$ cat src/rtl/ascon_phase_sched.sv
// Ascon phase sequencer: steps one AEAD or hash operation through its phases,
// pops one AD/TEXT block per absorb step, starts the permutation with the
// proper round count and raises the phase/domain strobes for the datapath.
// Handshake: a *_data_req_o pulse is issued only in a cycle after the matching
// *_empty_i was sampled low; perm_start_o is a one-cycle request and a
// perm_done_i pulse is accepted only while a permutation is outstanding and
// never in the same cycle as perm_start_o.
module ascon_phase_sched #(
  parameter int BLK_W     = 7,
  parameter int PA_ROUNDS = 12,
  parameter int PB_ROUNDS = 6,
  parameter int HASH_OUT  = 4
) (
  input  logic             clk_i,
  input  logic             rst_i,
  input  logic             start_i,
  input  logic [1:0]       mode_i,
  input  logic [BLK_W-1:0] ad_blocks_i,
  input  logic [BLK_W-1:0] text_blocks_i,
  input  logic             ad_empty_i,
  input  logic             text_empty_i,
  input  logic             perm_done_i,
  output logic             ad_data_req_o,
  output logic             text_data_req_o,
  output logic             abs_ad_state_o,
  output logic             abs_text_state_o,
  output logic             init_domain_o,
  output logic             sep_domain_o,
  output logic             perm_start_o,
  output logic [3:0]       perm_rounds_o,
  output logic             squeeze_o,
  output logic             sqz_hash_done_o,
  output logic             tag_valid_o,
  output logic             busy_o,
  output logic [4:0]       dbg_state_o
);

  typedef enum logic [2:0] {
    S_IDLE, S_INIT, S_ABS_AD, S_SEP, S_ABS_TXT, S_FINAL, S_SQZ, S_DONE
  } state_t;

  // Per-block substate; in SQZ, XOR means "a squeeze block was just emitted".
  typedef enum logic [1:0] {SUB_REQ, SUB_XOR, SUB_PERM} sub_t;

  localparam int              SQZ_W      = $clog2(HASH_OUT + 1);
  localparam logic [SQZ_W-1:0] HASH_OUT_L = SQZ_W'(HASH_OUT);
  localparam logic [3:0]      PA_R       = 4'(PA_ROUNDS);
  localparam logic [3:0]      PB_R       = 4'(PB_ROUNDS);

  state_t           r_state;
  sub_t             r_sub;
  logic             r_hash;
  logic [BLK_W-1:0] r_ad_blocks;
  logic [BLK_W-1:0] r_text_blocks;
  logic [BLK_W-1:0] r_cnt;
  logic [SQZ_W-1:0] r_sqz_cnt;

  logic [BLK_W-1:0] w_cnt_inc;
  logic [SQZ_W-1:0] w_sqz_inc;
  logic [BLK_W-1:0] w_ad_eff;
  logic [BLK_W-1:0] w_text_eff;
  logic             w_ad_last;
  logic             w_txt_last;
  logic             w_perm_ack;

  // Block counters, end-of-phase compares and start-time count fix-ups.
  always_comb begin
    w_cnt_inc  = r_cnt + BLK_W'(1);
    w_sqz_inc  = r_sqz_cnt + SQZ_W'(1);
    w_ad_last  = (w_cnt_inc == r_ad_blocks);
    w_txt_last = (w_cnt_inc == r_text_blocks);
    // A done pulse coinciding with our own start cannot be the answer to it.
    w_perm_ack = perm_done_i & ~perm_start_o;
    w_text_eff = (text_blocks_i == '0) ? BLK_W'(1) : text_blocks_i;
    w_ad_eff   = (mode_i[1] && (ad_blocks_i == '0)) ? BLK_W'(1) : ad_blocks_i;
  end

  assign dbg_state_o = {r_state, r_sub};

  // Phase FSM with all strobes registered alongside the state transition.
  always_ff @(posedge clk_i or posedge rst_i) begin
    if (rst_i) begin
      r_state          <= S_IDLE;
      r_sub            <= SUB_REQ;
      r_hash           <= 1'b0;
      r_ad_blocks      <= '0;
      r_text_blocks    <= '0;
      r_cnt            <= '0;
      r_sqz_cnt        <= '0;
      ad_data_req_o    <= 1'b0;
      text_data_req_o  <= 1'b0;
      abs_ad_state_o   <= 1'b0;
      abs_text_state_o <= 1'b0;
      init_domain_o    <= 1'b0;
      sep_domain_o     <= 1'b0;
      perm_start_o     <= 1'b0;
      perm_rounds_o    <= '0;
      squeeze_o        <= 1'b0;
      sqz_hash_done_o  <= 1'b0;
      tag_valid_o      <= 1'b0;
      busy_o           <= 1'b0;
    end else begin
      ad_data_req_o   <= 1'b0;
      text_data_req_o <= 1'b0;
      init_domain_o   <= 1'b0;
      sep_domain_o    <= 1'b0;
      perm_start_o    <= 1'b0;
      squeeze_o       <= 1'b0;
      sqz_hash_done_o <= 1'b0;
      tag_valid_o     <= 1'b0;
      case (r_state)
        S_IDLE: begin
          if (start_i && (mode_i != 2'b11)) begin
            r_state       <= S_INIT;
            r_sub         <= SUB_REQ;
            r_hash        <= mode_i[1];
            r_ad_blocks   <= w_ad_eff;
            r_text_blocks <= w_text_eff;
            r_cnt         <= '0;
            r_sqz_cnt     <= '0;
            init_domain_o <= 1'b1;
            perm_start_o  <= 1'b1;
            perm_rounds_o <= PA_R;
            busy_o        <= 1'b1;
          end
        end
        S_INIT: begin
          if (w_perm_ack) begin
            if (r_hash || (r_ad_blocks != '0)) begin
              r_state        <= S_ABS_AD;
              r_sub          <= SUB_REQ;
              abs_ad_state_o <= 1'b1;
            end else begin
              r_state      <= S_SEP;
              sep_domain_o <= 1'b1;
            end
          end
        end
        S_ABS_AD: begin
          case (r_sub)
            SUB_REQ: begin
              if (!ad_empty_i) begin
                ad_data_req_o <= 1'b1;
                r_sub         <= SUB_XOR;
              end
            end
            SUB_XOR: begin
              perm_start_o  <= 1'b1;
              perm_rounds_o <= r_hash ? PA_R : PB_R;
              r_sub         <= SUB_PERM;
            end
            default: begin
              if (w_perm_ack) begin
                if (w_ad_last) begin
                  r_cnt          <= '0;
                  abs_ad_state_o <= 1'b0;
                  if (r_hash) begin
                    r_state         <= S_SQZ;
                    r_sub           <= SUB_XOR;
                    squeeze_o       <= 1'b1;
                    r_sqz_cnt       <= w_sqz_inc;
                    sqz_hash_done_o <= (w_sqz_inc == HASH_OUT_L);
                  end else begin
                    r_state      <= S_SEP;
                    sep_domain_o <= 1'b1;
                  end
                end else begin
                  r_cnt <= w_cnt_inc;
                  r_sub <= SUB_REQ;
                end
              end
            end
          endcase
        end
        S_SEP: begin
          r_state          <= S_ABS_TXT;
          r_sub            <= SUB_REQ;
          abs_text_state_o <= 1'b1;
        end
        S_ABS_TXT: begin
          case (r_sub)
            SUB_REQ: begin
              if (!text_empty_i) begin
                text_data_req_o <= 1'b1;
                r_sub           <= SUB_XOR;
              end
            end
            SUB_XOR: begin
              perm_start_o <= 1'b1;
              if (w_txt_last) begin
                // Last text block goes straight to finalization.
                r_state          <= S_FINAL;
                r_sub            <= SUB_REQ;
                r_cnt            <= '0;
                abs_text_state_o <= 1'b0;
                perm_rounds_o    <= PA_R;
              end else begin
                r_sub         <= SUB_PERM;
                perm_rounds_o <= PB_R;
              end
            end
            default: begin
              if (w_perm_ack) begin
                r_cnt <= w_cnt_inc;
                r_sub <= SUB_REQ;
              end
            end
          endcase
        end
        S_FINAL: begin
          if (w_perm_ack) begin
            tag_valid_o <= 1'b1;
            r_state     <= S_DONE;
          end
        end
        S_SQZ: begin
          if (r_sub == SUB_PERM) begin
            if (w_perm_ack) begin
              squeeze_o       <= 1'b1;
              r_sqz_cnt       <= w_sqz_inc;
              sqz_hash_done_o <= (w_sqz_inc == HASH_OUT_L);
              r_sub           <= SUB_XOR;
            end
          end else if (r_sqz_cnt == HASH_OUT_L) begin
            r_state <= S_DONE;
            r_sub   <= SUB_REQ;
          end else begin
            perm_start_o  <= 1'b1;
            perm_rounds_o <= PA_R;
            r_sub         <= SUB_PERM;
          end
        end
        S_DONE: begin
          r_state   <= S_IDLE;
          r_sub     <= SUB_REQ;
          r_sqz_cnt <= '0;
          busy_o    <= 1'b0;
        end
        default: begin
          r_state <= S_IDLE;
          r_sub   <= SUB_REQ;
          busy_o  <= 1'b0;
        end
      endcase
    end
  end

endmodule
$ cat config.mk
export PLATFORM = sky130hd
export DESIGN_NAME = ascon_phase_sched
export DESIGN_NICKNAME = d
export VERILOG_FILES = /design/src/rtl/ascon_phase_sched.sv
export SDC_FILE = /design/constraint.sdc
export NUM_CORES = 1
export LEC_CHECK = 0
export CORE_ASPECT_RATIO = 0.8
export CORE_MARGIN = 8
export CORE_UTILIZATION = 58
export DETAILED_ROUTE_END_ITERATION = 10
export PLACE_DENSITY = 0.85
export RECOVER_POWER = 50
export SLEW_MARGIN = 15
export SYNTH_ARGS = -nofsm -noshare
export SYNTH_HDL_FRONTEND = slang
export SYNTH_SLANG_ARGS = --single-unit
$ cat constraint.sdc
create_clock -name clk_i -period 4.1 [get_ports clk_i]
set_input_delay 0.82 -clock clk_i [delete_from_list [all_inputs] [get_ports clk_i]]
set_output_delay 0.82 -clock clk_i [all_outputs]
set_load 0.05 [all_outputs]
==> qor.txt <==
=========================================================================================
Count of flip-flops with a built-in enable after synthesis .................            0
Worst slack on hold paths ..................................................     0.487 ns
Post-synth design cell area ................................................     2710 µm²
Worst Setup Slack, final ...................................................      1.01 ns
Number of failing setup endpoints in the final timing report ...............            0
TritonCTS clock tree .......................................................        built
Count of hold buffers inserted by post-cts repair ..........................            0
Part of the power in the clock network .....................................        15.1%
Antenna viol nets, final ...................................................            0
DR iter-0 viols ............................................................          244
Via count ..................................................................         2370
CTS clock-pin slew for the worst setup and hold paths ......................      0.08 ns
Class of the tightest hold or removal check ................................   reg -> reg
Number of pins with negative max-slew slack in the final report ............           45
Area delta synth->final ....................................................        19.0%
Row count ..................................................................           22
Startpoint Class ...........................................................   input port
Sequential fraction of design power ........................................        35.0%
Arrival time at the worst endpoint .........................................      3.04 ns
Post-cts repair resize count ...............................................            0
Core ar. ...................................................................     4540 µm²
CTS sink count .............................................................           44
Vertical die dimension .....................................................      77.2 µm
Filler cell count ..........................................................          358
Total iterations of the first detailed-routing run .........................            4
Setup repair after global routing missed its margin ........................           no
Die area ...................................................................     7130 µm²
Proportion of register bits with asynchronous set or reset after synthesis .         100%
Quantity of I/O buffers inserted on ports ..................................           40
Maximum clock frequency ....................................................    0.324 GHz
Worst setup slack before clock tree synthesis ..............................      1.14 ns
Min cycle time layout ......................................................      3.09 ns
Worst-case clock buffer depth ..............................................            2
Die Span X .................................................................      92.5 µm
PnR Total Power ............................................................      2360 µW
Unique masters post-synth ..................................................           61
Average cell area after synthesis ..........................................     8.89 µm²
Number of setup buffers added after CTS ....................................            0
Tcrit/Tclk final ...........................................................        75.3%
Tot GR Track Use ...........................................................        18.8%
Initial antenna violation count ............................................            0
Switching power ............................................................      1090 µW
Register area share after synthesis ........................................        40.6%
Per-cell routed wire length ................................................      16.1 µm
Initial standard-cell utilization of the core ..............................        59.7%
CTS Root Buffer Type .......................................................     clkbuf_8
Violated checks ............................................................ capacitance limit, slew limit
Max-Slew Margin vs Limit ...................................................       -52.4%
Count of antenna diodes in the layout ......................................            0
Number of global-route vias before repair ..................................         2153
Global-route wire length before repair .....................................      10.9 mm
Worst-Skew Late Latency ....................................................      0.31 ns
Post-Synthesis Net Count ...................................................          331
I/O pin total ..............................................................           42
Per-cell via count in the routed design ....................................         5.98
Final hold violation count .................................................            0
Setup crit end kind ........................................................ asynchronous set/reset pin
Total power per unit cell area .............................................   732 nW/µm²
Cts bufs inserted ..........................................................            5
Flip-flop cell with the highest count after synthesis ......................      dfrtp_1
Max Cap Violations .........................................................            1
Run status ................................................................. finished, violations left
Leakage component of the power .............................................   0.00139 µW
Yosys Warn Count ...........................................................            0
Total half-perimeter wirelength after legalization and detailed placement ..      4.69 mm
Layout cells sized above 1 .................................................        7.14%
Share of total power consumed by net switching .............................        46.2%
Worst clock skew on the final layout .......................................   0.00756 ns
Worst-Margin Slew ..........................................................      2.29 ns
Crit-path max FO ...........................................................           44
Register-to-register setup slack ...........................................      1.18 ns
Worst-case vdd ir drop .....................................................   0.000707 V
Placer Congestion ..........................................................        0.952
Detailed-route DRC error count .............................................            0
Crit path kind .............................................................  in -> async
Sum of overflow across all layers after global routing .....................            0
Number of instances in the synthesized netlist .............................          305
Combinational power share ..................................................        49.8%
Total wirelength of the detailed-routed design .............................      6.39 mm
Post-synthesis sequential element count ....................................           44
Setup Total Neg Slack ......................................................         0 ns
Worst EP required ..........................................................      4.05 ns
Internal Pwr Total .........................................................      1270 µW
H-tree Lvls ................................................................            2
Maximum number of pins on one net before global-route repair ...............           45
Final net count ............................................................          361
=========================================================================================
[final cells by class]
type	count	area, µm²	area share, %
timing repair buffer	41	404	12.5
clock inverter	2	38.8	1.20
multi-input combinational	231	1480	45.9
inverter	12	45.0	1.40
clock buffer	6	82.6	2.56
sequential	44	1100	34.1
tap	60	75.1	2.33
[metal layers]
metal	part of all wire [%]	routed length (µm)	up-vias	global-route usage [%]
met5	0	0	-	0
met4	1.2	76	0	6.26
met3	8.2	522	5	5.35
met2	42	2670	93	25.0
met1	49	3110	1142	27.9
li1	-	-	1130	-
[cell usage after synthesis, types with 6 or more instances]
master    instances  area [µm²]
nor4_1            6        37.5
nor2b_1           8        50.1
dfrtp_1          44        1100
nand3_1           7        35.0
clkbuf_1         10        37.5
nand2_1          57         214
inv_1            12        45.0
nor2_1           24        90.1
a21oi_1           9        45.0
nand2b_1          7        43.8
o21ai_0          16        80.1
xnor2_1          10        87.6
[state kept, by name, indices dropped and copies added, names as in the netlist]
register          flops
sqz_hash_done_o       1
perm_rounds_o         3
ad_data_req_o         1
sep_domain_o          1
r_cnt                 7
r_sqz_cnt             3
abs_ad_state_o        1
r_ad_blocks           7
text_data_req_o       1
tag_valid_o           1
r_state               3
abs_text_state_o      1
busy_o                1
r_sub                 2
perm_start_o          1
r_hash                1
squeeze_o             1
r_text_blocks         7
init_domain_o         1
[placed cells by master (no fill, tap or decap), types with 2 or more instances in the layout]
| cell type | n |
|---|---|
| nand2b_1 | 7 |
| nor2_1 | 24 |
| mux2_2 | 4 |
| a22oi_1 | 2 |
| xnor3_1 | 2 |
| mux2i_1 | 2 |
| a21oi_1 | 9 |
| xor2_1 | 4 |
| nand3_1 | 7 |
| nor3_1 | 4 |
| o21ai_0 | 16 |
| and3_1 | 3 |
| a21boi_0 | 3 |
| a221oi_1 | 2 |
| nor4_1 | 6 |
| clkbuf_8 | 6 |
| nand2_1 | 57 |
| xnor2_1 | 10 |
| dfrtp_1 | 44 |
| clkdlybuf4s50_1 | 35 |
| a221o_1 | 5 |
| nand4_1 | 2 |
| a22o_1 | 2 |
| dlygate4sd3_1 | 5 |
| nand4b_1 | 2 |
| or4_1 | 3 |
| or2_2 | 2 |
| ha_1 | 4 |
| nor3b_1 | 4 |
| nor2b_1 | 8 |
| a31oi_1 | 5 |
| inv_1 | 11 |
| or3_1 | 3 |
[final timing paths]
check,cells past startpoint,from,to
setup / recovery,3,rst_i,tag_valid_o
hold / removal,1,perm_rounds_o[2],perm_rounds_o[2]
setup reg to reg,7,r_cnt[0],r_cnt[3]
hold reg to reg,1,perm_rounds_o[2],perm_rounds_o[2]
max in group clk_i,1,r_state[0],dbg_state_o[2]
min in group asynchronous,3,rst_i,abs_ad_state_o
[power groups by stage]
stage / Clock [µW] / Combinational, µW / Sequential (µW)
finish: 358 / 1180 / 828
global route: 378 / 1290 / 858
CTS: 361 / 1180 / 820
detailed placement: 0 / 1170 / 826
global placement: 0 / 1150 / 825
floorplan: 0 / 828 / 871
[worst max-delay path, cell delays in order]
cell	delay [ns]
dlygate4sd3_1	0.53
clkinv_1	0.05
clkbuf_1	1.63
[per-stage QoR]
stage          cells  area (µm²)  util, %
4_1_cts          396        3230     71.2
6_report         396        3230     71.1
3_3_place_gp     388        3110     68.5
2_1_floorplan    305        2710        -
5_1_grt          396        3230     71.1
3_5_place_dp     388        3110     68.5
[cells by family after synthesis]
logic type	after synthesis	synth area share, %
AND/OR/NAND/NOR	140	25.6
AO/OA/AOI/OAI	62	17.4
flip-flops	44	40.6
buffers and inverters	30	4.80
XOR/XNOR	17	6.78
multiplexers	6	2.40
adder cells (fa/ha/maj)	5	2.21
other	1	0.138
Power figures use the tool's default switching activity.
